## config.mk

```make
export PLATFORM = sky130hd
export DESIGN_NAME = intl_trip_ctrl
export DESIGN_NICKNAME = d
export VERILOG_FILES = /design/src/rtl/intl_pkg.sv /design/src/rtl/intl_filt.sv /design/src/rtl/intl_trip_ctrl.sv
export SDC_FILE = /design/constraint.sdc
export NUM_CORES = 1
export LEC_CHECK = 0
export BUFFER_PORTS_ARGS = -buffer_cell sky130_fd_sc_hd__buf_2
export CAP_MARGIN = 20
export CORE_MARGIN = 2
export CORE_UTILIZATION = 55
export CTS_CLUSTER_SIZE = 24
export DETAILED_ROUTE_END_ITERATION = 7
export GPL_TIMING_DRIVEN = 1
export PLACE_DENSITY_LB_ADDON = 0.12
export SKIP_LAST_GASP = 1
export SYNTH_ARGS = -nofsm -noshare
export SYNTH_HDL_FRONTEND = slang
export SYNTH_SLANG_ARGS = --single-unit
```

## constraint.sdc

```tcl
create_clock -name i_clk -period 3.3 [get_ports i_clk]
set_input_delay 0 -clock i_clk [delete_from_list [all_inputs] [get_ports i_clk]]
set_output_delay 0 -clock i_clk [all_outputs]
set_load 0.1 [all_outputs]
```

## src/rtl/intl_pkg.sv

```systemverilog
// Shared definitions for the interlock trip sequencer: FSM encoding,
// source count and interlock status-word bit positions.
package intl_pkg;

  localparam int N_SRC = 16;

  localparam logic [1:0] ST_SAFE    = 2'd0;
  localparam logic [1:0] ST_RECOVER = 2'd1;
  localparam logic [1:0] ST_RUN     = 2'd2;
  localparam logic [1:0] ST_SHUTDN  = 2'd3;

  typedef enum logic [1:0] {
    SAFE    = ST_SAFE,
    RECOVER = ST_RECOVER,
    RUN     = ST_RUN,
    SHUTDN  = ST_SHUTDN
  } fsm_state_t;

  localparam int BIT_EXT1    = 0;
  localparam int BIT_EXT2    = 1;
  localparam int BIT_EXT3    = 2;
  localparam int BIT_EXT4    = 3;
  localparam int BIT_OC      = 4;
  localparam int BIT_POC     = 5;
  localparam int BIT_OV      = 6;
  localparam int BIT_OH      = 7;
  localparam int BIT_SW_UV   = 8;
  localparam int BIT_SW_OV   = 9;
  localparam int BIT_SW_OC   = 10;
  localparam int BIT_SYS_RST = 15;

endpackage

```

## src/rtl/intl_filt.sv

```systemverilog
// Single-source interlock debounce: counts consecutive active cycles and
// flags a filtered fault once the count reaches the shared threshold.
module intl_filt #(
  parameter int FILT_W = 16
) (
  input  logic              i_clk,
  input  logic              i_rst,
  input  logic              i_raw,
  input  logic              i_en,
  input  logic [FILT_W-1:0] i_thr,
  output logic              o_flt
);

  logic              act;
  logic [FILT_W-1:0] cnt;

  function automatic logic [FILT_W-1:0] sat_inc(input logic [FILT_W-1:0] v);
    return (&v) ? v : v + 1'b1;
  endfunction

  assign act   = i_raw & i_en;
  // Combinational compare so a zero threshold passes the fault straight through.
  assign o_flt = act & (cnt >= i_thr);

  always_ff @(posedge i_clk or negedge i_rst) begin
    if (!i_rst) begin
      cnt <= '0;
    end else if (act) begin
      cnt <= sat_inc(cnt);
    end else begin
      cnt <= '0;
    end
  end

endmodule

```

## src/rtl/intl_trip_ctrl.sv

```systemverilog
// Interlock trip sequencer: debounced/masked fault detection, PWM-then-relay
// shutdown sequencing, fault latching and operator-reset gated recovery.
module intl_trip_ctrl #(
  parameter int N_SRC  = intl_pkg::N_SRC,
  parameter int FILT_W = 16,
  parameter int DLY_W  = 20
) (
  input  logic              i_clk,
  input  logic              i_rst,
  input  logic [N_SRC-1:0]  i_intl_state,
  input  logic [N_SRC-1:0]  i_intl_mask,
  input  logic [FILT_W-1:0] i_filt_cnt,
  input  logic [DLY_W-1:0]  i_relay_delay,
  input  logic              i_run_cmd,
  input  logic              i_intl_rst,
  output logic              o_pwm_en,
  output logic              o_relay_on,
  output logic              o_trip,
  output logic [N_SRC-1:0]  o_first_fault,
  output logic [N_SRC-1:0]  o_latched,
  output logic              o_rst_reject,
  output logic [1:0]        o_fsm
);

  import intl_pkg::*;

  fsm_state_t        state;
  fsm_state_t        n_state;
  logic [N_SRC-1:0]  flt;
  logic              any_flt;
  logic [DLY_W-1:0]  dly;
  logic [DLY_W-1:0]  dly_n;
  logic              dly_done;
  logic              rst_low_q;
  logic              rst_rise;
  logic              rst_accept;
  logic              rst_reject;
  logic              enter_shutdn;

  for (genvar g = 0; g < N_SRC; g++) begin : g_filt
    intl_filt #(
      .FILT_W (FILT_W)
    ) u_filt (
      .i_clk  (i_clk),
      .i_rst  (i_rst),
      .i_raw  (i_intl_state[g]),
      .i_en   (i_intl_mask[g]),
      .i_thr  (i_filt_cnt),
      .o_flt  (flt[g])
    );
  end

  assign any_flt  = |flt;
  assign dly_done = (dly == i_relay_delay);

  // rst_low_q records "reset input was low last cycle"; clearing it on async
  // reset keeps a reset input held high through power-up from looking like an edge.
  assign rst_rise     = i_intl_rst & rst_low_q;
  assign rst_accept   = (state == SAFE) & rst_rise & ~any_flt;
  assign rst_reject   = (state == SAFE) & rst_rise & any_flt;
  assign enter_shutdn = (n_state == SHUTDN) & (state != SHUTDN);

  always_ff @(posedge i_clk or negedge i_rst) begin
    if (!i_rst) begin
      state <= SAFE;
    end else begin
      state <= n_state;
    end
  end

  always_comb begin
    n_state = state;
    case (state)
      SAFE:    if (rst_accept) n_state = RECOVER;
      RECOVER: begin
        if (any_flt)       n_state = SHUTDN;
        else if (dly_done) n_state = RUN;
      end
      RUN:     if (any_flt) n_state = SHUTDN;
      SHUTDN:  if (dly_done) n_state = SAFE;
      default: n_state = SAFE;
    endcase
  end

  // Dwell counter restarts on every state change, so a fault during
  // RECOVER gives SHUTDN its full dwell.
  always_comb begin
    dly_n = '0;
    if ((n_state == state) && ((state == RECOVER) || (state == SHUTDN))) begin
      dly_n = dly + 1'b1;
    end
  end

  always_ff @(posedge i_clk or negedge i_rst) begin
    if (!i_rst) begin
      dly           <= '0;
      rst_low_q     <= 1'b0;
      o_pwm_en      <= 1'b0;
      o_relay_on    <= 1'b0;
      o_rst_reject  <= 1'b0;
      o_trip        <= 1'b0;
      o_first_fault <= '0;
      o_latched     <= '0;
    end else begin
      dly          <= dly_n;
      rst_low_q    <= ~i_intl_rst;
      o_relay_on   <= (n_state != SAFE);
      o_pwm_en     <= (n_state == RUN) & i_run_cmd;
      o_rst_reject <= rst_reject;
      if (rst_accept) begin
        o_trip        <= 1'b0;
        o_first_fault <= '0;
        o_latched     <= '0;
      end else begin
        o_latched <= o_latched | flt;
        if (enter_shutdn) begin
          o_trip        <= 1'b1;
          o_first_fault <= flt;
        end
      end
    end
  end

  assign o_fsm = state;

endmodule

```

==> impl_metrics.json <==
{
  "path_clk_slew_ns": 0.06,
  "gp_congestion": 0.850,
  "syn-instance-count": 2198,
  "die_h_um": 196,
  "crit_chain": "inv_1 > ha_1 > nand2b_1 > a2111oi_0 > a2111oi_0 > nor4_1 > or3_1 > nand4b_4 > buf_4 > o21ai_2 > a32o_1",
  "finalCritPeriodShare": 0.959,
  "outcome": "complete, no violations",
  "crit_required_ns": 3.79,
  "crit_fanout": 10,
  "firstDrtPassIters": 5,
  "finalSetupViolCount": 0,
  "grt_pass1_vias": 17000,
  "yosysMostFrequentCell": "nor2_1",
  "multi_input_area_mm2": 0.0121,
  "hold_path_depth": 4,
  "wire_per_inst_um": 18.6,
  "yosys.cell_types.count": 63,
  "rows": 70,
  "synth_edf_count": 0,
  "fin_util": 0.650,
  "hpwlAfterDp_mm": 37.4,
  "ir_worst_vdd_uv": 309,
  "drtAntennaViolNets": 0,
  "rsz0062_at_grt": "no",
  "drv_slew": 0,
  "io_buffer_count": 109,
  "drv_cap": 0,
  "regToRegSetupSlack_ns": 0.14,
  "r2r_end": "o_first_fault[7]$_DFFE_PN0P_",
  "root_buffer": "clkbuf_16",
  "clk_path_buf_depth": 3,
  "io_pins": 110,
  "synth_top_area_share": 0.387,
  "powerDensity_mw_per_mm2": 415,
  "numCtsBuffers": 38,
  "path_class": "reg2reg",
  "drc": 0,
  "vias": 17300,
  "slew-limit-headroom": 0.450,
  "htree_levels": 2,
  "postCtsSetupBuffers": 0,
  "dpl_cell_area_mm2": 0.0221,
  "fin_crit_ns": 3.16,
  "viasPerCell": 5.96,
  "die-area_mm2": 0.0385,
  "syn_nets": 2543,
  "synth_area_mm2": 0.0203,
  "antenna_found_initial": 0,
  "tns_ns": 0,
  "endpoint_kind": "register",
  "critical_path_buf_inv_count": 2,
  "fin_cells": 2911,
  "fp.dieW_um": 196,
  "grt_pass1_wl_mm": 88.4,
  "stdcell_area_mm2": 0.0238,
  "wirelength_mm": 54.2,
  "cp_data_arrival_time_ns": 3.65,
  "hp-start": "i_intl_mask[15]",
  "cts_tree": "yes",
  "r2r_start": "g_filt[12].u_filt.cnt[0]$_DFFE_PN0P_",
  "skew_ns": 0.0112,
  "final-seq-area_mm2": 0.00788,
  "ys_seq_area_frac": 0.387,
  "p_leak_nw": 11.1,
  "fmax_mhz": 316,
  "yosys.area.top_type": "dfrtp_1",
  "cts.sinks": 315,
  "slowest_delay_ns": 0.44,
  "diodes": 0,
  "initialDrtViolationCount": 915,
  "r2r_cells": 11,
  "async_reset_ff_frac": 1.00,
  "syn_to_final_growth_pct": 16.8,
  "insertion_delay_ns": 0.55,
  "synth-seq-cells": 315,
  "avgSynthCellArea_um2": 9.26,
  "ys.flop_type": "dfrtp_1",
  "min_path_type": "in2reg",
  "grt_max_degree": 99,
  "placed_cells": 2810,
  "startpoint_type": "register",
  "cp_top_family": "compound AO/OA/AOI/OAI gates",
  "grt_overflow_total": 0,
  "yosysWarnings": 0,
  "drive_gt1_frac": 0.101,
  "fin_nets": 2759,
  "netlist_top_cells_count": "324 x nor2_1, 315 x dfrtp_1, 273 x ha_1",
  "hold_violations": 0,
  "core_mm2": 0.0365,
  "worstMarginPinSlew_ns": 0.825,
  "track_usage": 0.288,
  "whs_endpoint": "g_filt[15].u_filt.cnt[0]$_DFFE_PN0P_",
  "crit_top_cell": "a2111oi_0",
  "synthTopCellsByArea": "dfrtp_1 39%, ha_1 17%, nor2_1 6.0%",
  "fillers": 2968,
  "cp_slowest_cell": "a2111oi_0",
  "initial_core_util": 0.557
}
-- how the worst max path moves through the flow --
stage	start	to	slack, ns	cells after the start
floorplan	g_filt[4].u_filt.cnt[0]$_DFFE_PN0P_	o_first_fault[3]$_DFFE_PN0P_	0.34	11
CTS	g_filt[12].u_filt.cnt[0]$_DFFE_PN0P_	o_first_fault[13]$_DFFE_PN0P_	0.05	10
global placement	i_filt_cnt[0]	o_first_fault[3]$_DFFE_PN0P_	-0.004	11
detailed placement	i_filt_cnt[0]	o_first_fault[7]$_DFFE_PN0P_	-0.09	11
finish	g_filt[12].u_filt.cnt[0]$_DFFE_PN0P_	o_first_fault[7]$_DFFE_PN0P_	0.14	11
global route	g_filt[12].u_filt.cnt[0]$_DFFE_PN0P_	o_first_fault[13]$_DFFE_PN0P_	0.006	11
-- per-stage QoR --
| step | hold WS, ns | total power [mW] | setup WS [ns] |
|---|---|---|---|
| final | 0.0299 | 9.87 | 0.136 |
| after global routing | 0.0509 | 10.2 | 0.00586 |
| after CTS | 0.0246 | 9.96 | 0.0516 |
| after detailed placement | 0.116 | 5.31 | -0.0945 |
| after global placement | 0.112 | 5.28 | -0.00444 |
| after floorplan | -0.296 | 4.82 | 0.339 |
-- power by group --
part           switching [mW]  total (mW)  internal, mW
sequential             0.0973        4.04          3.94
clock                    1.72        4.60          2.89
combinational           0.881        1.22         0.344
total                    2.70        9.87          7.18
-- kinds of logic (layout without fill, tap and decap cells) --
| group | count (synthesis) | in the layout | synth area share |
|---|---|---|---|
| muxes | 20 | 20 | 0.00990 |
| xor gates and xnor gates | 209 | 209 | 0.0900 |
| buffers and inverters | 93 | 338 | 0.0175 |
| AOI/OAI and AO/OA | 332 | 332 | 0.0977 |
| and+or+nand+nor | 956 | 956 | 0.230 |
| adders and majority gates | 273 | 273 | 0.168 |
| DFF | 315 | 315 | 0.387 |
-- layer usage --
metal	part of all wire	track usage	up-vias	routed length, um
li1	-	-	8371	-
met1	0.46	0.382	8438	24700
met2	0.47	0.486	434	25500
met3	0.045	0.0406	101	2420
met4	0.029	0.0957	0	1570
met5	0	0	-	0
-- placed cells by master, fill, tap and decap left out, drive strengths merged, types with 17 or more instances in the layout --
cell type and n:
nand4 76, ha 273, nor4 17, clkbuf 56, xor2 135, xnor2 74, a31oi 18, dlygate4sd3 32
nor3 69, and4 36, and3 39, o21ai 93, a21oi 133, nand3 109, mux2i 19, inv 61
nand2 183, buf 176, nor2 324, or3 32, dfrtp 315
-- layout make-up --
type | instances | share of cell area
timing repair buffer | 208 | 0.0659
clock buffer | 56 | 0.0485
clock inverter | 13 | 0.00937
inverter | 61 | 0.00964
tap | 468 | 0.0246
sequential | 315 | 0.332
multi-input combinational | 1790 | 0.510
-- worst reg2reg max path, delay by kind of cell, from the launching register on --
| family | cells | cell delay, ns |
|---|---|---|
| DFF | 1 | 0.40 |
| and+or+nand+nor | 4 | 0.85 |
| AOI/OAI and AO/OA | 4 | 1.28 |
| buffers and inverters | 2 | 0.30 |
| adders and majority gates | 1 | 0.27 |
-- sequential cells by signal, indices dropped and copies added (netlist names) --
| signal | flops |
|---|---|
| dly | 20 |
| g_filt.u_filt.cnt | 256 |
| o_first_fault | 16 |
| o_fsm | 2 |
| o_latched | 16 |
| o_pwm_en | 1 |
| o_relay_on | 1 |
| o_rst_reject | 1 |
| o_trip | 1 |
| rst_low_q | 1 |
-- what timing repair did --
action | 4_1_cts | 5_1_grt
resized for setup | 0 | 1
hold buffers | 32 | 0
endpoints found under the setup margin | 0 | 9
endpoints found under the hold margin | 257 | 0
Note: power is estimated with default switching activity, not from simulation.
